--- src/rtl/queen_column_encoder_if.sv ---
// Request/result bundle for the queen column encoder: scan request in, scan result out.
interface queen_column_encoder_if #(
  parameter int WIDTH = 3
);
  localparam int N = 1 << WIDTH;

  logic             start;
  logic [N-1:0]     mask;
  logic [WIDTH-1:0] from;
  logic             busy;
  logic             done;
  logic             found;
  logic [WIDTH-1:0] binary;

  modport master (
    output start, mask, from,
    input  busy, done, found, binary
  );

  modport slave (
    input  start, mask, from,
    output busy, done, found, binary
  );
endinterface

--- src/rtl/queen_column_encoder.sv ---
// Sequential priority encoder: scans a latched free-column mask upward from a start
// column, one column per clock, and reports the first free column or that none exists.
module queen_column_encoder #(
  parameter int WIDTH = 3
) (
  input  logic                   clk,
  input  logic                   rst_n,
  queen_column_encoder_if.slave  bus
);
  localparam int N = 1 << WIDTH;
  localparam logic [WIDTH-1:0] LAST_COL = WIDTH'(N - 1);

  typedef enum logic {
    IDLE = 1'b0,
    SCAN = 1'b1
  } state_t;

  state_t           state_q,  state_d;
  logic [N-1:0]     mask_q,   mask_d;
  logic [WIDTH-1:0] idx_q,    idx_d;
  logic             busy_q,   busy_d;
  logic             done_q,   done_d;
  logic             found_q,  found_d;
  logic [WIDTH-1:0] binary_q, binary_d;

  always_comb begin
    // NOTE: every signal gets a default before the case so no path leaves one unassigned (no latch).
    state_d  = state_q;
    mask_d   = mask_q;
    idx_d    = idx_q;
    busy_d   = busy_q;
    done_d   = 1'b0;
    found_d  = found_q;
    binary_d = binary_q;

    unique case (state_q)
      IDLE: begin
        busy_d = 1'b0;
        if (bus.start) begin
          mask_d  = bus.mask;
          idx_d   = bus.from;
          busy_d  = 1'b1;
          state_d = SCAN;
        end
      end

      SCAN: begin
        if (mask_q[idx_q]) begin
          binary_d = idx_q;
          found_d  = 1'b1;
          done_d   = 1'b1;
          busy_d   = 1'b0;
          state_d  = IDLE;
        end else if (idx_q == LAST_COL) begin
          // Ran off the top column without a hit; no wrap-around to lower columns.
          binary_d = '0;
          found_d  = 1'b0;
          done_d   = 1'b1;
          busy_d   = 1'b0;
          state_d  = IDLE;
        end else begin
          idx_d = idx_q + WIDTH'(1);
        end
      end

      default: state_d = IDLE;
    endcase
  end

  // NOTE: state uses non-blocking assignments so every flop samples the pre-edge values.
  always_ff @(posedge clk or negedge rst_n) begin
    if (!rst_n) begin
      state_q  <= IDLE;
      // NOTE: the latched mask is a plain register, not a memory, so resetting it is cheap and keeps it deterministic.
      mask_q   <= '0;
      idx_q    <= '0;
      busy_q   <= 1'b0;
      done_q   <= 1'b0;
      found_q  <= 1'b0;
      binary_q <= '0;
    end else begin
      state_q  <= state_d;
      mask_q   <= mask_d;
      idx_q    <= idx_d;
      busy_q   <= busy_d;
      done_q   <= done_d;
      found_q  <= found_d;
      binary_q <= binary_d;
    end
  end

  assign bus.busy   = busy_q;
  assign bus.done   = done_q;
  assign bus.found  = found_q;
  assign bus.binary = binary_q;
endmodule

--- src/flat_wrapper.sv ---
// flat-port wrapper written by rule: the top's interface ports become plain ports
module queen_column_encoder_flat 
#(
  parameter int WIDTH = 3
)
  (clk, rst_n, bus_start, bus_mask, bus_from, bus_busy, bus_done, bus_found, bus_binary);
  queen_column_encoder_if #(.WIDTH(WIDTH)) bus_i ();
  input  logic clk;
  input  logic rst_n;
  input wire logic [$bits(bus_i.start)-1:0] bus_start;
  input wire logic [$bits(bus_i.mask)-1:0] bus_mask;
  input wire logic [$bits(bus_i.from)-1:0] bus_from;
  output wire logic [$bits(bus_i.busy)-1:0] bus_busy;
  output wire logic [$bits(bus_i.done)-1:0] bus_done;
  output wire logic [$bits(bus_i.found)-1:0] bus_found;
  output wire logic [$bits(bus_i.binary)-1:0] bus_binary;
  assign bus_i.start = bus_start;
  assign bus_i.mask = bus_mask;
  assign bus_i.from = bus_from;
  assign bus_busy = bus_i.busy;
  assign bus_done = bus_i.done;
  assign bus_found = bus_i.found;
  assign bus_binary = bus_i.binary;
  queen_column_encoder #(.WIDTH(WIDTH)) u_core (.clk(clk), .rst_n(rst_n), .bus(bus_i));
endmodule
--- config.mk ---
export PLATFORM = sky130hd
export DESIGN_NAME = queen_column_encoder_flat
export DESIGN_NICKNAME = d
export VERILOG_FILES = /design/src/rtl/queen_column_encoder_if.sv /design/src/rtl/queen_column_encoder.sv /design/src/flat_wrapper.sv
export SDC_FILE = /design/constraint.sdc
export NUM_CORES = 1
export LEC_CHECK = 0
export CORE_ASPECT_RATIO = 0.8
export CORE_MARGIN = 2
export CORE_UTILIZATION = 39
export DETAILED_ROUTE_END_ITERATION = 8
export PLACE_DENSITY = 0.69
export SYNTH_ARGS = -nofsm -noshare
export SYNTH_HDL_FRONTEND = slang
export SYNTH_SLANG_ARGS = --single-unit
--- constraint.sdc ---
create_clock -name clk -period 2.6 [get_ports clk]
set_clock_uncertainty 0.1 [all_clocks]
set_input_delay 0.39 -clock clk [delete_from_list [all_inputs] [get_ports clk]]
set_output_delay 0.39 -clock clk [all_outputs]
set_load 0.02 [all_outputs]
==> results.yml <==
place:
  gp_congestion: 0.835
  place_hpwl_microns: 1130
  io_buffers: 19
  dpl-instance-area_sq_um: 1060
clocking:
  htreeDepth: 1
  postCtsResizedCells: 0
  cts_setup_buffers: 0
  cts.sinks: 18
  root_buffer: "clkbuf_4"
  worstSkewPairLatency_ns: 0.30
  cts_buffer_depth: 2
  path_clk_slew_ns: 0.10
  cts-hold-fix-buffers: 0
  cts_inserted_buffers: 3
  cts_tree: "yes"
sta:
  tightest_slew_ns: 0.785
  relSlewSlack_pct: 47.5
  fin_crit_sh_pct: 77.5
  fin_crit_ns: 2.02
  maxSlewViolCount: 0
  fmax_ghz: 0.496
  hold_viol_final: 0
  rsz0062_at_grt: "no"
  setup_tns_ns: 0
  finalSetupViolations: 0
cells_and_area:
  syn_to_final_growth_pct: 28.5
  fillCellCount: 207
  final_area_sq_um: 1090
  drive_gt1_share_pct: 9.62
  layout.nets: 121
  n_antenna_cell: 0
power:
  cellLeakagePower_uw: 0.000519
  powerDensity_nw_per_um2: 1210
  max-vdd-ir-drop_uv: 551
floorplanning:
  io_pins: 20
  core_sq_um: 2100
  num_rows: 15
  initial_core_util_pct: 40.5
  die_h_microns: 45.8
  die_w_microns: 56.2
  dieArea_sq_um: 2570
yosys:
  synthCells: 84
  ys_seq_area_share_pct: 52.9
  syn_nets: 100
  yosysWarnings: 0
  syn_area_sq_um: 851
  yosys_register_bits: 18
  ys_types: 25
  syn_area_per_cell_sq_um: 10.1
outcome:
  outcome: "complete, no violations"
critical_path:
  path_class: "flip-flop to flip-flop"
  cp_data_arrival_time_ns: 2.11
  path_max_fanout: 7
  cp.required_ns: 2.69
  cp-start-kind: "flip-flop"
  r2r_slack_ns: 0.58
  critPathCaptureType: "flip-flop"
drt:
  drtAntennaViolNets: 0
  first_pass_iters: 4
  wl_per_cell_microns: 12.1
  viasPerCell: 4.84
  wl_microns: 1560
  drc: 0
  drt_iter0_markers: 7
  dr_total_vias: 625
hold_path:
  holdCritPathClass: "flip-flop to flip-flop"
grt:
  antenna_found_initial: 0
  grt_overflow_total: 0
  grt_pass1_vias: 618
  grt_max_degree: 19
  grt_pass1_wl_microns: 2730
  grtUsageTotal_pct: 14.7
run:
  cap_violations: 0
[report_power, final]
group          internal, uW  switching [uW]  total, uW
Combinational           316             306        622
Clock                  85.5            87.3        173
Sequential              415             118        533
[per-layer routing]
layer | wire, microns | part of all wire [%] | vias up | GRT usage [%]
met3 | 99 | 6.3 | 2 | 6.25
met5 | 0 | 0 | - | 0
li1 | - | - | 328 | -
met2 | 717 | 46 | 18 | 24.5
met1 | 738 | 47 | 277 | 17.2
met4 | 9 | 0.58 | 0 | 5.71
[placed cells by master (no fill, tap or decap), drive strengths merged]
cell type | netlist | layout
buf | 1 | 1
o41ai | 1 | 1
o21a | 1 | 1
inv | 4 | 4
o21ai | 2 | 2
a22oi | 1 | 1
dfrtp | 18 | 18
or4 | 2 | 2
o31ai | 1 | 1
nand2b | 3 | 3
or2 | 1 | 1
nor2 | 1 | 1
mux2i | 4 | 4
ha | 2 | 2
o221a | 2 | 2
clkdlybuf4s50 | 0 | 19
nor2b | 1 | 1
o211ai | 2 | 2
clkbuf | 3 | 4
o22ai | 2 | 2
a21o | 1 | 1
nand2 | 28 | 28
a22o | 3 | 3
[critical path: stages (launching register included)]
cell and delay (ns):
dfrtp_1 0.50, ha_1 0.23, ha_1 0.25, or4_4 0.58
o221a_1 0.25
[logic make-up after synthesis]
logic type	Yosys count	share of synthesized area (%)
AND/OR/NAND/NOR	36	18.7
flip-flops	18	52.9
AO/OA/AOI/OAI	16	16.3
buffers and inverters	8	4.41
multiplexers	4	4.71
adder cells (fa/ha/maj)	2	2.94
[worst paths after layout]
path | start | depth (start not counted) | to
min in group asynchronous | rst_n | 1 | u_core.bus.found
worst min-delay path | u_core.mask_q[4] | 2 | u_core.mask_q[4]
worst max register to register | u_core.idx_q[1] | 4 | u_core.idx_q[1]
max in group asynchronous | rst_n | 1 | u_core.bus.binary[1]
worst max-delay path | u_core.idx_q[1] | 4 | u_core.idx_q[1]
worst min register to register | u_core.mask_q[4] | 2 | u_core.mask_q[4]
[cells in the mapped netlist]
| cell | number | share of area (%) |
|---|---|---|
| o21ai_0 | 2 | 1.2 |
| a22o_1 | 3 | 3.1 |
| inv_1 | 4 | 1.8 |
| clkbuf_1 | 3 | 1.3 |
| or4_1 | 1 | 0.88 |
| nor2b_1 | 1 | 0.74 |
| o31ai_1 | 1 | 0.88 |
| dfrtp_1 | 18 | 53 |
| or2_2 | 1 | 0.74 |
| o22ai_2 | 1 | 1.5 |
| nand2b_1 | 3 | 2.2 |
| a21o_1 | 1 | 0.88 |
| ha_1 | 2 | 2.9 |
| mux2i_1 | 4 | 4.7 |
| o211ai_1 | 2 | 1.8 |
| a22oi_1 | 1 | 0.88 |
| nand2_1 | 28 | 12 |
| buf_6 | 1 | 1.3 |
| nor2_1 | 1 | 0.44 |
| o41ai_2 | 1 | 1.9 |
| o221a_1 | 1 | 1.3 |
| or4_4 | 1 | 1.3 |
| o221a_2 | 1 | 1.3 |
| o22ai_1 | 1 | 0.74 |
| o21a_1 | 1 | 0.88 |
[cell type report]
cell class	instances	area [sq um]	area share, %
Sequential cell	18	450	41.2
Multi-Input combinational cell	58	363	33.2
Timing Repair Buffer	20	198	18.1
Clock buffer	4	36.3	3.32
Tap cell	25	31.3	2.86
Inverter	4	15.0	1.37
[flip-flops by register name, indices dropped and copies added (netlist names)]
name / cells
u_core.bus.found: 1
u_core.idx_q: 3
u_core.bus.busy: 1
u_core.bus.done: 1
u_core.bus.binary: 3
u_core.state_q: 1
u_core.mask_q: 8
[through the flow]
stage          setup WS [ns]  cells  hold slack, ns  total power [uW]  utilization (%)
6_report               0.584    129           0.387              1330             52.0
5_1_grt                0.467    129           0.412              1460             52.0
4_1_cts                0.579    129           0.390              1340             52.0
3_5_place_dp           0.596    125           0.365              1170             50.3
3_3_place_gp           0.632    125           0.360              1150             50.3
2_1_floorplan          0.728     84        -0.00559               984                -
Note: power is estimated with default switching activity, not from simulation.
